`src/rtl/rs_ctrl_pkg.sv`:
```
// Shared types and constants for the RS latch controller: FSM states, op kind
// encoding and the readback synchronizer depth.
package rs_ctrl_pkg;
  typedef enum logic [1:0] {IDLE, PULSE, SETTLE, CHECK} state_e;
  typedef enum logic {OP_CLR = 1'b0, OP_SET = 1'b1} op_e;

  localparam int SYNC_STAGES = 2;

  // Longest phase the shared phase counter has to cover.
  function automatic int cnt_max(int pulse_cyc, int settle_cyc);
    return (pulse_cyc > settle_cyc + SYNC_STAGES) ? pulse_cyc : settle_cyc + SYNC_STAGES;
  endfunction

  // Round-robin search index: k-th candidate starting at the pointer.
  function automatic int rr_idx(int ptr, int k, int n);
    return (ptr + k) % n;
  endfunction
endpackage

```
`src/rtl/rs_latch_ctrl_if.sv`:
```
// Requester handshake plus latch pin bundle; master = requesters/latch side,
// slave = controller.
interface rs_latch_ctrl_if #(parameter int NREQ = 2);
  logic [NREQ-1:0] req_set, req_clr, grant;
  logic busy, done, err, flag;
  logic latch_S, latch_R, latch_Q, latch_Q_L;

  modport master (output req_set, req_clr, latch_Q, latch_Q_L,
                  input  grant, busy, done, err, flag, latch_S, latch_R);
  modport slave  (input  req_set, req_clr, latch_Q, latch_Q_L,
                  output grant, busy, done, err, flag, latch_S, latch_R);
endinterface

```
`src/rtl/rr_arbiter.sv`:
```
// Round-robin one-hot select; pointer moves to winner+1 when adv is pulsed.
module rr_arbiter
  import rs_ctrl_pkg::*;
#(parameter int NREQ = 2)
(
  input  logic            clk,
  input  logic            reset_L,
  input  logic [NREQ-1:0] req,
  input  logic            adv,
  output logic [NREQ-1:0] gnt,
  output logic            any
);
  localparam int PW = (NREQ > 1) ? $clog2(NREQ) : 1;

  logic [PW-1:0] ptr, win;

  always_comb begin
    gnt = '0;
    win = ptr;
    any = 1'b0;
    for (int k = 0; k < NREQ; k++) begin
      if (!any && req[rr_idx(int'(ptr), k, NREQ)]) begin
        any = 1'b1;
        gnt[rr_idx(int'(ptr), k, NREQ)] = 1'b1;
        win = PW'(rr_idx(int'(ptr), k, NREQ));
      end
    end
  end

  always_ff @(posedge clk or negedge reset_L) begin
    if (!reset_L)
      ptr <= '0;
    else if (adv)
      ptr <= (win == PW'(NREQ - 1)) ? '0 : win + PW'(1);
  end
endmodule

```
`src/rtl/rs_latch_ctrl.sv`:
```
// Shares one external NOR RS latch among NREQ requesters: arbitrates, pulses
// S or R for a fixed width, waits out settle + synchronizer, then checks Q/Q_L.
module rs_latch_ctrl
  import rs_ctrl_pkg::*;
#(
  parameter int NREQ       = 2,
  parameter int PULSE_CYC  = 2,
  parameter int SETTLE_CYC = 1
)
(
  input logic             clk,
  input logic             reset_L,
  rs_latch_ctrl_if.slave  bus
);
  localparam int SETTLE_LEN = SETTLE_CYC + SYNC_STAGES;
  localparam int CW         = $clog2(cnt_max(PULSE_CYC, SETTLE_CYC));

  state_e          state, state_n;
  op_e             kind, kind_n;
  logic [CW-1:0]   cnt, cnt_n;
  logic [NREQ-1:0] grant, grant_n, vld, arb_gnt;
  logic            busy, busy_n, done, done_n, err, err_n, flag, flag_n;
  logic            lat_s, lat_s_n, lat_r, lat_r_n;
  logic            arb_any, adv, is_set, exp_v, pass;
  logic [SYNC_STAGES-1:0] q_sh, ql_sh;

  // A requester asserting both set and clear is masked out entirely.
  assign vld    = bus.req_set ^ bus.req_clr;
  assign is_set = |(bus.req_set & arb_gnt);
  assign exp_v  = (kind == OP_SET);
  assign pass   = (q_sh[SYNC_STAGES-1] == exp_v) && (ql_sh[SYNC_STAGES-1] == !exp_v);

  rr_arbiter #(.NREQ(NREQ)) u_arb (
    .clk(clk), .reset_L(reset_L), .req(vld), .adv(adv), .gnt(arb_gnt), .any(arb_any)
  );

  always_comb begin
    state_n = state;
    kind_n  = kind;
    cnt_n   = cnt;
    grant_n = grant;
    busy_n  = busy;
    done_n  = 1'b0;
    err_n   = 1'b0;
    flag_n  = flag;
    lat_s_n = lat_s;
    lat_r_n = lat_r;
    adv     = 1'b0;
    case (state)
      IDLE: if (arb_any) begin
        state_n = PULSE;
        adv     = 1'b1;
        grant_n = arb_gnt;
        busy_n  = 1'b1;
        kind_n  = is_set ? OP_SET : OP_CLR;
        lat_s_n = is_set;
        lat_r_n = !is_set;
        cnt_n   = '0;
      end
      PULSE: if (cnt == CW'(PULSE_CYC - 1)) begin
        state_n = SETTLE;
        lat_s_n = 1'b0;
        lat_r_n = 1'b0;
        cnt_n   = '0;
      end else cnt_n = cnt + CW'(1);
      // Last settle cycle: synchronized readback is judged here so done/err
      // and the new flag appear together in CHECK.
      SETTLE: if (cnt == CW'(SETTLE_LEN - 1)) begin
        state_n = CHECK;
        done_n  = 1'b1;
        err_n   = !pass;
        if (pass) flag_n = exp_v;
      end else cnt_n = cnt + CW'(1);
      CHECK: begin
        state_n = IDLE;
        grant_n = '0;
        busy_n  = 1'b0;
      end
      default: state_n = IDLE;
    endcase
  end

  always_ff @(posedge clk or negedge reset_L) begin
    if (!reset_L) begin
      state <= IDLE;
      kind  <= OP_CLR;
      cnt   <= '0;
      grant <= '0;
      busy  <= 1'b0;
      done  <= 1'b0;
      err   <= 1'b0;
      flag  <= 1'b0;
      lat_s <= 1'b0;
      lat_r <= 1'b0;
      q_sh  <= '0;
      ql_sh <= '0;
    end else begin
      state <= state_n;
      kind  <= kind_n;
      cnt   <= cnt_n;
      grant <= grant_n;
      busy  <= busy_n;
      done  <= done_n;
      err   <= err_n;
      flag  <= flag_n;
      lat_s <= lat_s_n;
      lat_r <= lat_r_n;
      q_sh  <= {q_sh[SYNC_STAGES-2:0], bus.latch_Q};
      ql_sh <= {ql_sh[SYNC_STAGES-2:0], bus.latch_Q_L};
    end
  end

  assign bus.grant   = grant;
  assign bus.busy    = busy;
  assign bus.done    = done;
  assign bus.err     = err;
  assign bus.flag    = flag;
  assign bus.latch_S = lat_s;
  assign bus.latch_R = lat_r;
endmodule

```
`src/flat_wrapper.sv`:
```
// flat-port wrapper written by rule: the top's interface ports become plain ports
module rs_latch_ctrl_flat import rs_ctrl_pkg::*;
#(
  parameter int NREQ       = 2,
  parameter int PULSE_CYC  = 2,
  parameter int SETTLE_CYC = 1
)
  (clk, reset_L, bus_req_set, bus_req_clr, bus_latch_Q, bus_latch_Q_L, bus_grant, bus_busy, bus_done, bus_err, bus_flag, bus_latch_S, bus_latch_R);
  rs_latch_ctrl_if #(.NREQ(NREQ)) bus_i ();
  input logic clk;
  input logic reset_L;
  input wire logic [$bits(bus_i.req_set)-1:0] bus_req_set;
  input wire logic [$bits(bus_i.req_clr)-1:0] bus_req_clr;
  input wire logic [$bits(bus_i.latch_Q)-1:0] bus_latch_Q;
  input wire logic [$bits(bus_i.latch_Q_L)-1:0] bus_latch_Q_L;
  output wire logic [$bits(bus_i.grant)-1:0] bus_grant;
  output wire logic [$bits(bus_i.busy)-1:0] bus_busy;
  output wire logic [$bits(bus_i.done)-1:0] bus_done;
  output wire logic [$bits(bus_i.err)-1:0] bus_err;
  output wire logic [$bits(bus_i.flag)-1:0] bus_flag;
  output wire logic [$bits(bus_i.latch_S)-1:0] bus_latch_S;
  output wire logic [$bits(bus_i.latch_R)-1:0] bus_latch_R;
  assign bus_i.req_set = bus_req_set;
  assign bus_i.req_clr = bus_req_clr;
  assign bus_i.latch_Q = bus_latch_Q;
  assign bus_i.latch_Q_L = bus_latch_Q_L;
  assign bus_grant = bus_i.grant;
  assign bus_busy = bus_i.busy;
  assign bus_done = bus_i.done;
  assign bus_err = bus_i.err;
  assign bus_flag = bus_i.flag;
  assign bus_latch_S = bus_i.latch_S;
  assign bus_latch_R = bus_i.latch_R;
  rs_latch_ctrl #(.NREQ(NREQ), .PULSE_CYC(PULSE_CYC), .SETTLE_CYC(SETTLE_CYC)) u_core (.clk(clk), .reset_L(reset_L), .bus(bus_i));
endmodule
```
`config.mk`:
```
export PLATFORM = sky130hd
export DESIGN_NAME = rs_latch_ctrl_flat
export DESIGN_NICKNAME = d
export VERILOG_FILES = /design/src/rtl/rs_ctrl_pkg.sv /design/src/rtl/rs_latch_ctrl_if.sv /design/src/rtl/rr_arbiter.sv /design/src/rtl/rs_latch_ctrl.sv /design/src/flat_wrapper.sv
export SDC_FILE = /design/constraint.sdc
export NUM_CORES = 1
export LEC_CHECK = 0
export CAP_MARGIN = 20
export CELL_PAD_IN_SITES_DETAIL_PLACEMENT = 1
export CELL_PAD_IN_SITES_GLOBAL_PLACEMENT = 2
export CORE_MARGIN = 2
export CORE_UTILIZATION = 29
export DETAILED_ROUTE_END_ITERATION = 8
export PLACE_DENSITY_LB_ADDON = 0.1
export RECOVER_POWER = 25
export SYNTH_ARGS = -nofsm -noshare
export SYNTH_HDL_FRONTEND = slang
export SYNTH_SLANG_ARGS = --single-unit
```
`constraint.sdc`:
```
create_clock -name clk -period 1.4 [get_ports clk]
set_input_delay 0.28 -clock clk [delete_from_list [all_inputs] [get_ports clk]]
set_output_delay 0.28 -clock clk [all_outputs]
set_load 0.05 [all_outputs]
```
==> results.md <==
- Max-slew headroom: 33.12%
- Buf+Inv Stages, Crit Path: 1
- CTS H-Tree Depth: 1
- Number of synthesized flops with an enable pin: 0
- Setup WS pre-CTS: -0.4788 ns
- Worst hold start: u_core.ql_sh[0]$_DFF_PN0_
- # diodes: 0
- Hold Fails Final Rpt: 0
- Global route overflow: 0
- CP delay by family, top: flip-flops
- Sequential cell area: 452.9 um2
- Final period utilization: 102.5%
- Crit Path Category: register to register
- DR vias/cell: 4.433
- Nets: 151
- Max Fclk: 696.6 MHz
- CTS max path bufs: 2
- Required @ worst endpoint: 1.58 ns
- Drt first pass iters: 4
- Critical path's largest stage delay: 0.44 ns
- CP Depth: 5
- Multi-input gate area: 584.3 um2
- Post-Syn Instances: 93
- Asr flop ratio synth: 100.0%
- CTS Buf Count: 3
- Worst hold slack: 0.3649 ns
- Total clock sinks: 18
- Total nets after synthesis: 109
- CTS Root Cell: clkbuf_4
- Routed WL: 2.317 mm
- Die H: 61.94 um
- Synth Area in Adders: 10.28%
- Critical Path, Cell by Cell: inv_4 -> ha_4 -> nor2b_4 -> a221oi_4 -> mux2_4
- Worst r2r path cells: 5
- Multiplexer share of the synthesized area: 4.370%
- # DRC: 0
- Die width: 61.94 um
- Register area share after synthesis: 46.27%
- Max-Cap Viols: 0
- Worst path arrival time: 1.62 ns
- Detailed Route Iter0 Violations: 20
- Worst reg2reg endpoint: u_core.state[1]$_DFFE_PN0P_
- Compound-Gate Fraction of Synth Area: 17.61%
- Fin util: 48.34%
- Area delta synth->final: 63.11%
- First-pass GRT wire length: 3.643 mm
- Hold endpoint: u_core.ql_sh[1]$_DFF_PN0_
- Synth Register Bits: 18
- Final min period: 1.435 ns
- RSZ-0062 raised after global routing: true
- Max-slew violations: 0
- Worst min-delay path category: register to register
- Netlist cell types: 30
- Placer Congestion: 0.7430
- Die Area: 3836 um2
- Vias: 798
- Avg Cell Area, Syn: 10.47 um2
- Synthesized area: 973.4 um2
- Hold Path Depth: 0
- Buffers on Ports: 15
- Cell at the slowest stage of the critical path: dfrtp_2
- Vias in the first global route: 819
- PnR worst setup slack: -0.03545 ns
- Final setup viols: 1
- Starting Density: 29.64%
- Worst VDD drop: 0.6827 mV
- Worst clock skew: 0.01544 ns
- Top_reg_cell synth: dfrtp_1
- Share of cells above drive strength 1: 47.01%
- Hold Buf Count CTS: 0
- Synth warn: 0
- DR WL/cell: 12.87 um
- IO Count: 16
- Core area: 3284 um2
- Detailed Place HPWL: 1.874 mm
- Worst-margin pin slew: 1.003 ns
- FF-to-FF Start: u_core.state[1]$_DFFE_PN0P_
- Lkg Pwr: 0.7053 nW
- Synth Area in XOR/XNOR: 3.342%
- Routed Antenna Nets: 0
- Largest family of logic cells by synthesized area: compound AO/OA/AOI/OAI gates
- Simple-gate area share of the yosys netlist: 13.50%
- Post-DP Area: 1424 um2
- Skew-Pair Late Insertion Delay: 0.30 ns
- Pwr dens: 2071 nW/um2
- Worst-path clk slew: 0.10 ns
- Reg2Reg Setup Slack: -0.04 ns
- Crit path launch type: register
- Status: finished with violations
- Largest net degree at the start of global routing: 19
- CTS tree: built
- Post-route cell area: 1588 um2
- Initial antenna violation count: 0
- Failing checks: negative setup slack
- GRT Overall Usage: 13.57%
- Fillers: 373
- Crit end category: register
- # rows: 21
- Critical Path Fanout Max: 3
## cells by family (layout without fill, tap and decap cells)
logic type	count (synthesis)	count (layout)
xor+xnor	2	2
compound gates	22	22
buf+inv	12	53
mux	4	4
fa+ha+maj	8	8
flops	18	18
simple gates	27	27
## final cells by class
class                      instances  area share [%]
sequential                        18           28.53
timing repair buffer              38           25.85
clock buffer                       4           2.285
multi-input combinational         63           36.80
tap                               46           3.625
inverter                          11           2.916
## through the flow
stage / cells / setup TNS (ns) / power (W)
final: 180 / -0.03545 / 0.003288
after global routing: 180 / -0.2697 / 0.003534
after CTS: 177 / -0.06878 / 0.003151
after detailed placement: 171 / -3.794 / 0.002647
after global placement: 171 / -3.340 / 0.002604
after floorplan: 93 / -0.0001769 / 0.001833
## worst max-delay path by stage
stage                                      from                     endpoint  slack (ns)
CTS                 u_core.state[1]$_DFFE_PN0P_  u_core.state[1]$_DFFE_PN0P_       -0.07
floorplan           u_core.state[0]$_DFFE_PN0P_     u_core.exp_v$_DFFE_PN0P_     -0.0002
global route        u_core.state[1]$_DFFE_PN0P_  u_core.state[1]$_DFFE_PN0P_        -0.1
global placement                 bus_req_set[1]  u_core.state[1]$_DFFE_PN0P_       -0.42
finish              u_core.state[1]$_DFFE_PN0P_  u_core.state[1]$_DFFE_PN0P_       -0.04
detailed placement               bus_req_set[1]  u_core.state[1]$_DFFE_PN0P_       -0.48
## per-layer routing
metal | share of wire (%) | routed length (um) | GRT usage [%]
met5 | 0 | 0 | 0
met4 | 1.2 | 27 | 4.559
met3 | 4.1 | 96 | 4.141
met2 | 50 | 1165 | 23.76
met1 | 44 | 1027 | 15.75
## repair_timing
action | CTS | global route
endpoints found under the setup margin | 10 | 8
pin swaps | 4 | 2
resized for setup | 12 | 17
buffers inserted | 2 | 3
## power by group
part	leakage [nW]	switching [W]	internal, W
logic	0.465	0.000947	0.00114
clock network	0.0210	0.000173	0.000159
registers	0.220	0.000193	0.000677
## cell usage after synthesis, drive strengths merged, types with 2 or more instances
library cell  number  share of area [%]
a211oi             2                2.1
a21oi              3                1.5
a221oi             2                3.6
a2bb2oi            2                1.8
dfrtp             18                 46
ha                 8                 10
inv               11                4.2
mux2               2                2.3
mux2i              2                2.1
nand2             10                3.9
nand2b             3                1.9
nand3              2                1.0
nor2               5                2.2
nor2b              4                2.6
o21ai              6                3.1
xor2               2                3.3
## registers in the layout, summed over array words and instances, names as in the netlist, 2 cells and up
register          count
u_core.state          2
u_core.q_sh           2
u_core.bus.grant      2
u_core.cnt            2
u_core.ql_sh          2
## cell usage in the layout (no fill, tap or decap), drive strengths merged
master and n:
a31oi 1, a21oi 3, o211ai 1, or2 1
nor2b 4, nand2b 3, clkbuf 5, buf 30
a221oi 2, nand2 10, dlygate4sd2 4, o21ai 6
mux2i 2, o21bai 1, nand3 2, o31ai 1
dlygate4sd3 2, o221ai 1, o2bb2ai 1, clkdlybuf4s50 1
and2b 1, dfrtp 18, xor2 2, a21o 1
mux2 2, a211oi 2, nor3 1, ha 8
nor2 5, inv 11, a2bb2oi 2
No activity file was read; power rests on OpenSTA's default activity.
